==> src/rtl/button_conditioner.sv <==
// Turns raw, bouncing push-button pins into clean clk-domain events.
// Each channel: 2-FF synchroniser, debounce FSM, press/release pulses, level, auto-repeat.
module button_conditioner #(
  parameter int unsigned NUM_BTN         = 2,
  parameter int unsigned DEBOUNCE_CYCLES = 500000,
  parameter int unsigned REPEAT_DELAY    = 0,
  parameter int unsigned REPEAT_PERIOD   = 0,
  parameter bit          ACTIVE_LOW      = 1'b0
) (
  input  logic               clk,
  input  logic               rst,
  input  logic [NUM_BTN-1:0] btn_raw,
  output logic [NUM_BTN-1:0] btn_press,
  output logic [NUM_BTN-1:0] btn_release,
  output logic [NUM_BTN-1:0] btn_level
);

  localparam int unsigned CNT_W     = $clog2(DEBOUNCE_CYCLES + 1);
  localparam int unsigned REP_MAX   = (REPEAT_DELAY > REPEAT_PERIOD) ? REPEAT_DELAY : REPEAT_PERIOD;
  localparam int unsigned REP_W     = (REP_MAX < 1) ? 1 : $clog2(REP_MAX + 1);
  localparam bit          REPEAT_ON = (REPEAT_DELAY > 0);

  typedef enum logic [1:0] {
    IDLE      = 2'd0,
    CHK_PRESS = 2'd1,
    HELD      = 2'd2,
    CHK_REL   = 2'd3
  } state_e;

  logic [NUM_BTN-1:0] s1;
  logic [NUM_BTN-1:0] s2;

  // Polarity is normalised before the synchroniser so everything downstream is active-high.
  always_ff @(posedge clk) begin
    if (rst) begin
      s1 <= '0;
      s2 <= '0;
    end else begin
      s1 <= btn_raw ^ {NUM_BTN{ACTIVE_LOW}};
      s2 <= s1;
    end
  end

  for (genvar i = 0; i < int'(NUM_BTN); i++) begin : g_ch
    state_e             state_q, state_d;
    logic [CNT_W-1:0]   cnt_q, cnt_d;
    logic [REP_W-1:0]   rep_q, rep_d;
    logic               rep_first_q, rep_first_d;
    logic               press_q, press_d;
    logic               rel_q, rel_d;
    logic               lvl_q, lvl_d;
    logic               cnt_done;
    logic               rep_done;
    int unsigned        rep_target;

    // cnt holds the stable samples already seen; the current sample completes the run.
    assign cnt_done   = (32'(cnt_q) + 32'd1) >= DEBOUNCE_CYCLES;
    assign rep_target = rep_first_q ? REPEAT_DELAY : REPEAT_PERIOD;
    assign rep_done   = (32'(rep_q) + 32'd1) >= rep_target;

    always_ff @(posedge clk) begin
      if (rst) begin
        state_q     <= IDLE;
        cnt_q       <= '0;
        rep_q       <= '0;
        rep_first_q <= 1'b1;
        press_q     <= 1'b0;
        rel_q       <= 1'b0;
        lvl_q       <= 1'b0;
      end else begin
        state_q     <= state_d;
        cnt_q       <= cnt_d;
        rep_q       <= rep_d;
        rep_first_q <= rep_first_d;
        press_q     <= press_d;
        rel_q       <= rel_d;
        lvl_q       <= lvl_d;
      end
    end

    always_comb begin
      state_d     = state_q;
      cnt_d       = cnt_q;
      rep_d       = rep_q;
      rep_first_d = rep_first_q;
      press_d     = 1'b0;
      rel_d       = 1'b0;
      lvl_d       = lvl_q;
      unique case (state_q)
        IDLE: begin
          if (s2[i]) begin
            if (cnt_done) begin
              state_d     = HELD;
              cnt_d       = '0;
              lvl_d       = 1'b1;
              press_d     = 1'b1;
              rep_d       = '0;
              rep_first_d = 1'b1;
            end else begin
              state_d = CHK_PRESS;
              cnt_d   = CNT_W'(1);
            end
          end
        end
        CHK_PRESS: begin
          if (!s2[i]) begin
            state_d = IDLE;
            cnt_d   = '0;
          end else if (cnt_done) begin
            state_d     = HELD;
            cnt_d       = '0;
            lvl_d       = 1'b1;
            press_d     = 1'b1;
            rep_d       = '0;
            rep_first_d = 1'b1;
          end else begin
            cnt_d = cnt_q + CNT_W'(1);
          end
        end
        HELD: begin
          if (!s2[i]) begin
            if (cnt_done) begin
              state_d = IDLE;
              cnt_d   = '0;
              lvl_d   = 1'b0;
              rel_d   = 1'b1;
            end else begin
              state_d = CHK_REL;
              cnt_d   = CNT_W'(1);
            end
          end else if (REPEAT_ON) begin
            // Restarting rep on each pulse keeps it bounded by its target, so it never wraps.
            if (rep_done) begin
              press_d     = 1'b1;
              rep_d       = '0;
              rep_first_d = 1'b0;
            end else begin
              rep_d = rep_q + REP_W'(1);
            end
          end
        end
        CHK_REL: begin
          if (s2[i]) begin
            state_d = HELD;
            cnt_d   = '0;
          end else if (cnt_done) begin
            state_d = IDLE;
            cnt_d   = '0;
            lvl_d   = 1'b0;
            rel_d   = 1'b1;
          end else begin
            cnt_d = cnt_q + CNT_W'(1);
          end
        end
        default: state_d = IDLE;
      endcase
    end

    assign btn_press[i]   = press_q;
    assign btn_release[i] = rel_q;
    assign btn_level[i]   = lvl_q;
  end

endmodule

==> config.mk <==
export PLATFORM = sky130hd
export DESIGN_NAME = button_conditioner
export DESIGN_NICKNAME = d
export VERILOG_FILES = /design/src/rtl/button_conditioner.sv
export SDC_FILE = /design/constraint.sdc
export NUM_CORES = 1
export LEC_CHECK = 0
export BUFFER_PORTS_ARGS = -buffer_cell sky130_fd_sc_hd__buf_2
export CORE_UTILIZATION = 40
export DETAILED_ROUTE_END_ITERATION = 12
export MAX_ROUTING_LAYER = met4
export PLACE_DENSITY = 0.53
export SETUP_SLACK_MARGIN = 0.5
export SLEW_MARGIN = 10
export SYNTH_ARGS = -nofsm -noshare
export SYNTH_HDL_FRONTEND = slang
export SYNTH_SLANG_ARGS = --single-unit
==> constraint.sdc <==
create_clock -name clk -period 4.4 [get_ports clk]
set_clock_uncertainty 0.05 [all_clocks]
set_input_delay 0.22 -clock clk [delete_from_list [all_inputs] [get_ports clk]]
set_output_delay 0.22 -clock clk [all_outputs]
set_load 0.05 [all_outputs]
# Word level (Yosys, flattened, before mapping)
# Index checks and enable logic that the tools add are counted.
[totals]
reg_bits = 52
out_inout_bits = 6
ramBits = 0
n_memories = 0
romBits = 0
latchBits = 0
[classes]
n_reduce_logical = 16
bitwise_logic = 6
shift = 0
eq_ne = 22
n_addsub = 4
div = 0
magnitude_cmp = 2
n_mul = 0
n_mux = 44
[ops]
columns = ["op", "n"]
rows = [
  ["2-to-1 mux 19 bit", 10],
  ["case mux 19 bit (4 select lines)", 2],
  ["adder 19 x 1 -> 20 bit (second input constant)", 2],
  ["greater-or-equal comparator 20 x 19 -> 1 bit (second input constant)", 2],
  ["adder 19 x 1 -> 19 bit (second input constant)", 2],
  ["2-to-1 mux 2 bit", 16],
  ["case mux 2 bit (4 select lines)", 2],
  ["AND reduction 4 bit", 4],
  ["2-to-1 mux 1 bit", 12],
  ["inequality test 2 x 1 -> 1 bit (second input constant)", 6],
  ["inequality test 2 bit (second input constant)", 6],
  ["inequality test 3 bit (second input constant)", 4],
  ["OR reduction 3 bit", 4],
  ["== test 2 bit (second input constant)", 4],
  ["OR reduction 2 bit", 4],
  ["inverter 1 bit", 6],
  ["== test 2 x 1 -> 1 bit (second input constant)", 2],
  ["zero test 2 bit", 2],
  ["case mux 1 bit (2 select lines)", 2],
  ["AND reduction 2 bit", 2],
]

# Depth between registers and ports, before layout
# Gate-level depths: netlist of the first run.
[logic_depth]
word_depth = 5
ltp_mapped = 11
ltp_nobuf = 9

# Least setup slack after synthesis of the first run
# Ideal clock, no wire load.
[synth_path]
path_kind = "reg-to-reg"
start = "reg g_ch[1].cnt_q[5]"
end = "reg g_ch[1].cnt_q[8]"
arrival_ns = 2.480
path_slack_ns = 1.750
path_buffers = 2
path_stages_with_launch = 11
period_less_slack_ns = 2.650
path_cell_list = "dfxtp_1 clkbuf_1 nand2_1 or3_4 or4_4 a211oi_2 o32ai_2 o211ai_2 buf_6 nor3_1 a211o_1"
[synth_between]
elab_chain_len = 5
word_cells_on_any_way = 7
[synth_rtl]
columns = ["item", "line_no", "text"]
rows = [
  ["from (decl)", "46", "logic [CNT_W-1:0] cnt_q, cnt_d;"],
  ["from (signal assigned)", "72", "cnt_q <= cnt_d;"],
  ["adder 19 x 1 -> 20 bit", "57", "assign cnt_done = (32'(cnt_q) + 32'd1) >= DEBOUNCE_CYCLES;"],
  ["greater-or-equal comparator 20 x 19 -> 1 bit", "57", ""],
  ["2-to-1 mux 19 bit (*)", "109, 146", ""],
  ["2-to-1 mux 19 bit (on tied branches)", "143, 106", ""],
  ["case mux 19 bit (4 select lines) (*)", "89", "unique case (state_q)"],
]
# Mark *: on every way between the ends. The rest lies on a longest branch, timed or not.
# A chain may end at the register's enable or synchronous reset.

# Worst setup path after layout of the first run
[layout_path]
start = "reg g_ch[1].cnt_q[2]"
end = "reg g_ch[1].cnt_q[2]"
# The elaborated chain is that of the path after synthesis.

==> key figures, run 1 <==
Yosys
  • Synth Area in Simple Gates: 0.314
  • Syn Inst Count: between 300 and 400
  • Post-synthesis xor/xnor area fraction: 0.0411
  • Syn Area/Cell: 7.81 sq um
  • Unique masters post-synth: 57
  • Largest family of logic cells by synthesized area: simple AND/OR/NAND/NOR gates
  • Synth top area cells: dfxtp_1 (35%), nand2_1 (6.4%), o21ai_0 (5.4%), nand3_1 (4.4%), or3_1 (3.1%)
  • Compound-Gate Fraction of Synth Area: 0.210
  • Yosys warning count: 0
  • Cell area after synthesis: 2980 sq um
  • #FFs+latches synth: 52
  • Seq/Total Area, Yosys: 0.349
  • Ys async rst share: 0
  • Mux cell area share after synthesis: 0.0269
  • Syn_nets: 388
  • Leading area contributor after synthesis: dfxtp_1
  • Number of synthesized flops with an enable pin: 0
  • Adder-cell area share of the yosys netlist: 0.00839
  • Top FF cell, synth: dfxtp_1
  • Yosys top cell area share: 0.349

Worst hold path
  • HP Class: primary input to register
  • Hold endpoint: s1[0]
  • HP Start: btn_raw[0]
  • Worst Hold Depth: 2

Floorplanning
  • I/O pin count: 10
  • Full die area: 7800 sq um
  • Starting Density: 0.413
  • Die Ht: 88.3 microns
  • Core area: 7210 sq um
  • Die Wd: about 90 microns
  • FP Rows: 31

Global routing
  • Initial antenna violation count: 0
  • Largest net degree at the start of global routing: 23
  • Vias in the first global route: 2261
  • First-pass GRT wire length: 10.8 mm
  • Total GRT Usage: 0.180
  • Total gr overflow: 0

STA
  • Setup TNS: 0 ns
  • Final worst path period share: 0.756
  • Final WS setup: 1.07 ns
  • RSZ-0062 raised after global routing: no
  • Highest Clock Rate: 0.301 GHz
  • Headroom to the max-slew limit: 0.226
  • Tmin final: 3.33 ns
  • # setup viols final: 0
  • Tightest Pin Transition: 1.16 ns
  • Final hold violations: 0
  • Max-slew violations: 0

Critical path
  • Arr. time, crit path: 3.49 ns
  • Critical path endpoint category: register
  • Startpoint types: register
  • R2R Path Start: g_ch[1].cnt_q[2]
  • Worst r2r dst: g_ch[1].cnt_q[2]
  • Required @ worst endpoint: 4.56 ns
  • CP Max Fanout: 22
  • FF-to-FF setup slack: 1.07 ns
  • Register-to-Register Path Depth: 8
  • Critical path class: register to register

Clock tree
  • CTS buffer count: 5
  • Clk root buf: clkbuf_8
  • CTS max path bufs: 2
  • CTS tree: done
  • Hold buffer count at cts: 0
  • TritonCTS Sinks: between 50 and 60
  • H-tree Lvls: 2
  • Clock-pin slew on the worst setup and hold paths: 0.11 ns
  • Clk_lat worst skew: 0.31 ns
  • Resized cells post-CTS: 0
  • Post-CTS setup buffer count: 0

Routing
  • DRC viols: 0
  • Antenna-violating nets left: 0
  • Routed WL per cell: 13.2 microns
  • Total wire length: 6.32 mm
  • Initial DRC Count: 192
  • Pre-antenna DRT Iters: 4
  • Via/cell ratio: 5.51
  • Detailed-route via count: 2629

Layout
  • Area growth syn-to-layout: 5.83%
  • Leading cell types in the layout, fill and taps excluded: dfxtp_1 (52), nand2_1 (51), o21ai_0 (32)
  • Ant. Diodes: 0
  • FILL cells: 744
  • Layout cells sized above 1: 0.0847
  • Commonest non-fill, non-tap cell in the layout: dfxtp_1
  • Nets: between 300 and 400

Power and ir drop
  • Maximum vdd drop: 184 uV
  • Power Density: between 200 and 300 nW/um^2
  • Lkg Pwr: 1.05 nW

Placed design
  • PortBufs: 9
  • Dpl ws: 1.03 ns
  • GP Congestion: 0.853
  • Post-DP HPWL: 4.39 mm

Run status
  • Status: finished, final reports clean

Run
  • Max Cap Viol: 0
flip-flops by register name, indices dropped and copies added (netlist names):
| signal | count |
|---|---|
| g_ch.rel_q | 2 |
| s2 | 2 |
| g_ch.state_q | 4 |
| g_ch.cnt_q | 38 |
| s1 | 2 |
| g_ch.press_q | 2 |
| g_ch.lvl_q | 2 |
critical path, cell delays in order (launching register included):
cell and delay, ns:
dfxtp_1 0.45, nand3_2 0.20, or3_4 0.50, or4_4 0.50, a211oi_2 0.26, o32ai_2 0.13
o211ai_2 0.71, nor3b_1 0.13, a211o_1 0.29
Yosys cell counts (3+ instances only):
cell type	number
dfxtp_1	52
nand2_1	51
o21ai_0	32
nand3_1	26
nor2_1	23
a21oi_1	17
or3_1	15
nor3_1	14
clkbuf_1	11
nand4_1	10
nor2b_1	10
mux2i_1	8
xnor2_1	8
inv_1	7
nor3b_1	7
a21o_1	6
and3_1	6
buf_4	6
nor4_1	6
xor2_1	6
a211oi_1	4
and2_1	4
a211o_1	3
a31oi_1	3
buf_2	3
o211ai_1	3
o31a_1	3
logic make-up (layout without fill, tap and decap cells):
kind of cell | count (synthesis) | after routing
simple gates | 182 | 182
compound gates | 94 | 94
flops | 52 | 52
buf+inv | 30 | 26
xor+xnor | 14 | 14
mux | 8 | 8
fa+ha+maj | 2 | 2
power breakdown:
| group | switching, mW | leakage [nW] | internal (mW) | total (mW) |
|---|---|---|---|---|
| Clock | 0.179 | 0.0515 | 0.120 | 0.299 |
| Sequential | 0.00777 | 0.421 | 0.478 | 0.486 |
| Combinational | 0.0251 | 0.578 | 0.0111 | 0.0362 |
| Total | 0.212 | 1.05 | 0.609 | 0.821 |
area by class of cell:
cell class,count,area (sq um),area share
inverter,7,26.3,0.00833
clock inverter,3,33.8,0.0107
timing repair buffer,11,60.1,0.0190
sequential,52,1040,0.330
tap,99,124,0.0393
clock buffer,5,68.8,0.0218
multi-input combinational,300,1800,0.571
stage by stage:
| step | hold slack [ns] | instances | total power, mW | cell area [sq um] | utilization |
|---|---|---|---|---|---|
| 2_1_floorplan | 0.298 | 382 | 0.525 | 2980 | - |
| 3_3_place_gp | 0.372 | 469 | 0.533 | 3050 | 0.423 |
| 3_5_place_dp | 0.373 | 469 | 0.533 | 3050 | 0.423 |
| 4_1_cts | 0.0497 | 477 | 0.840 | 3160 | 0.437 |
| 5_1_grt | 0.0733 | 477 | 0.861 | 3160 | 0.437 |
| 6_report | 0.0607 | 477 | 0.821 | 3160 | 0.437 |
worst max-delay path by stage:
stage | start | end | slack [ns] | depth (start not counted)
after floorplan | g_ch[1].cnt_q[5] | g_ch[1].cnt_q[8] | 1.75 | 10
after global routing | g_ch[1].cnt_q[2] | g_ch[1].cnt_q[2] | 0.80 | 8
after CTS | g_ch[1].cnt_q[2] | g_ch[1].cnt_q[2] | 1.02 | 8
final | g_ch[1].cnt_q[2] | g_ch[1].cnt_q[2] | 1.07 | 8
after detailed placement | g_ch[1].cnt_q[2] | g_ch[1].cnt_q[2] | 1.03 | 8
after global placement | g_ch[1].cnt_q[2] | g_ch[1].cnt_q[2] | 1.12 | 8
metal layers:
layer / vias up / GRT usage / wire length (microns) / share of wire
met5: - / - / 0 / 0
met1: 1200 / 0.259 / 3470 / 0.55
met2: 38 / 0.258 / 2600 / 0.41
met3: 11 / 0.0271 / 158 / 0.025
li1: 1380 / - / - / -
met4: 0 / 0.0557 / 80 / 0.013
No activity file was read; power rests on OpenSTA's default activity.
==> run 2: changes to the inputs <==
--- a/config.mk
+++ b/config.mk
@@ -9,7 +9,7 @@
 export CORE_UTILIZATION = 40
 export DETAILED_ROUTE_END_ITERATION = 12
 export MAX_ROUTING_LAYER = met4
-export PLACE_DENSITY = 0.53
+export PLACE_DENSITY = 0.56
 export SETUP_SLACK_MARGIN = 0.5
 export SLEW_MARGIN = 10
 export SYNTH_ARGS = -nofsm -noshare
==> constraint.sdc (replaced) <==
create_clock -name clk -period 2.7 [get_ports clk]
set_clock_uncertainty 0.05 [all_clocks]
set_input_delay 0.135 -clock clk [delete_from_list [all_inputs] [get_ports clk]]
set_output_delay 0.135 -clock clk [all_outputs]
set_load 0.05 [all_outputs]
==> key figures, run 2 (synthesis gave the netlist of run 1 again) <==
Global routing
  • First-pass GRT wire length: 12.5 mm
  • Total GRT Usage: 0.209
  • Vias in the first global route: 2737
  • Total gr overflow: 0
  • Initial antenna violation count: 0
  • Largest net degree at the start of global routing: 20

STA
  • Tightest Pin Transition: 1.14 ns
  • Max-slew violations: 0
  • Highest Clock Rate: 0.393 GHz
  • Setup TNS: 0 ns
  • RSZ-0062 raised after global routing: yes
  • # setup viols final: 0
  • Final hold violations: 0
  • Final WS setup: between 0.15 and 0.2 ns
  • Tmin final: 2.54 ns
  • Final worst path period share: 0.942
  • Headroom to the max-slew limit: 0.234

Routing
  • Detailed-route via count: 2992
  • Via/cell ratio: 5.57
  • DRC viols: 0
  • Total wire length: 7.58 mm
  • Antenna-violating nets left: 0
  • Initial DRC Count: 136
  • Routed WL per cell: 14.1 microns
  • Pre-antenna DRT Iters: 4

Layout
  • Leading cell types in the layout, fill and taps excluded: buf_4 (47), nand2_1 (45), dfxtp_1 (33)
  • Post-layout util: 0.556
  • FILL cells: ~700
  • Nets: 443
  • Max reg flops: 38
  • Ant. Diodes: 0
  • Commonest non-fill, non-tap cell in the layout: buf_4
  • Area growth syn-to-layout: 34.5%
  • Layout cells sized above 1: 0.349
  • Top flop regs: g_ch.cnt_q: 38 flops, g_ch.state_q: 4 flops
  • Biggest register: g_ch.cnt_q

Floorplanning
  • Core area: about 7200 sq um
  • FP Rows: 31
  • Full die area: 7800 sq um
  • Die Ht: 88.3 microns
  • Die Wd: 88.3 microns
  • I/O pin count: 10
  • Starting Density: 0.413

Power and ir drop
  • Maximum vdd drop: approximately 220 uV
  • Power Density: 333 nW/um^2
  • Lkg Pwr: 1.45 nW

Clock tree
  • CTS buffer count: 5
  • Clk_lat worst skew: 0.31 ns
  • Clock-pin slew on the worst setup and hold paths: 0.11 ns
  • H-tree Lvls: 2
  • TritonCTS Sinks: 52
  • Clk root buf: clkbuf_8
  • CTS max path bufs: 2
  • CTS tree: done

Placed design
  • GP Congestion: around 0.86
  • Post-DP HPWL: ~4.7 mm
  • Dpl ws: 0.0526 ns
  • PortBufs: 9

Critical path
  • Register-to-Register Path Depth: 10
  • Startpoint types: register
  • FF-to-FF setup slack: 0.16 ns
  • Arr. time, crit path: 2.74 ns
  • Required @ worst endpoint: approximately 2.9 ns
  • Critical path class: register to register
  • R2R Path Start: g_ch[0].cnt_q[3]
  • Critical path endpoint category: register
  • CP Max Fanout: 7
  • Worst r2r dst: g_ch[0].cnt_q[16]

Worst hold path
  • HP Start: rst
  • Worst Hold Depth: 2
  • HP Class: primary input to register
  • Hold endpoint: g_ch[0].state_q[1]

Run status
  • Status: finished, final reports clean

Run
  • Max Cap Viol: 0
-- run 2: cell count changes in the layout (fill, tap and decap cells not counted), sizes merged --
cell,change
a21o,+1
buf,+57
clkinv,-1
dlygate4sd3,+2
inv,+1
-- run 2: stage by stage --
step	hold slack, ns	power [mW]	cell area (sq um)	std cells
floorplan	0.213	0.853	3120	382
global route	0.170	1.40	4010	537
finish	0.154	1.34	4010	537
detailed placement	0.302	0.868	3320	493
global placement	0.303	0.866	3320	493
CTS	0.139	1.36	3870	534
-- run 2: timing repair --
action,in CTS,in global routing
hold buffers,2,0
pin swaps,30,11
hold endpoints to repair,2,0
gates resized for setup,61,25
setup endpoints to repair,48,48
cloned,2,0
buffers inserted,29,3
-- run 2: worst max-delay path: stages (launching register included) --
cell and delay (ns):
dfxtp_2 0.36, nand4_1 0.12, buf_6 0.16, or3_4 0.37, mux2i_2 0.17, a31oi_2 0.19, o211ai_1 0.21, buf_4 0.19
a21o_4 0.24, or3_1 0.34, o21ai_1 0.08
-- run 2: worst max-delay path by stage --
stage | startpoint | end | slack (ns) | cells after the start
detailed placement | g_ch[0].cnt_q[4] | g_ch[0].cnt_q[16] | 0.05 | 8
floorplan | g_ch[1].cnt_q[5] | g_ch[1].cnt_q[11] | 0.29 | 10
CTS | g_ch[1].cnt_q[4] | g_ch[1].state_q[1] | 0.16 | 9
global route | g_ch[1].cnt_q[4] | g_ch[1].cnt_q[2] | 0.06 | 9
finish | g_ch[0].cnt_q[3] | g_ch[0].cnt_q[16] | 0.16 | 10
global placement | g_ch[1].cnt_q[6] | g_ch[1].cnt_q[11] | 0.07 | 8
-- run 2: where the power goes --
part	total, mW	leakage, nW	switching (mW)	internal, mW
Sequential	0.785	0.433	0.0135	0.771
Combinational	0.0695	0.967	0.0450	0.0245
Clock	0.483	0.0491	0.291	0.192
-- run 2: per-layer routing --
layer | up-vias | track usage | routed length (microns)
met5 | - | - | 0
li1 | 1508 | - | -
met2 | 64 | 0.325 | 3550
met3 | 17 | 0.0364 | 299
met1 | 1403 | 0.274 | 3550
met4 | 0 | 0.0733 | 176
-- run 2: cell type report --
type | instances | area [sq um] | area share
Inverter | 7 | 26.3 | 0.00655
Clock inverter | 3 | 26.3 | 0.00655
Timing Repair Buffer | 70 | 562 | 0.140
Clock buffer | 5 | 68.8 | 0.0172
Sequential cell | 52 | 1090 | 0.271
Multi-Input combinational cell | 301 | 2110 | 0.527
Tap cell | 99 | 124 | 0.0309
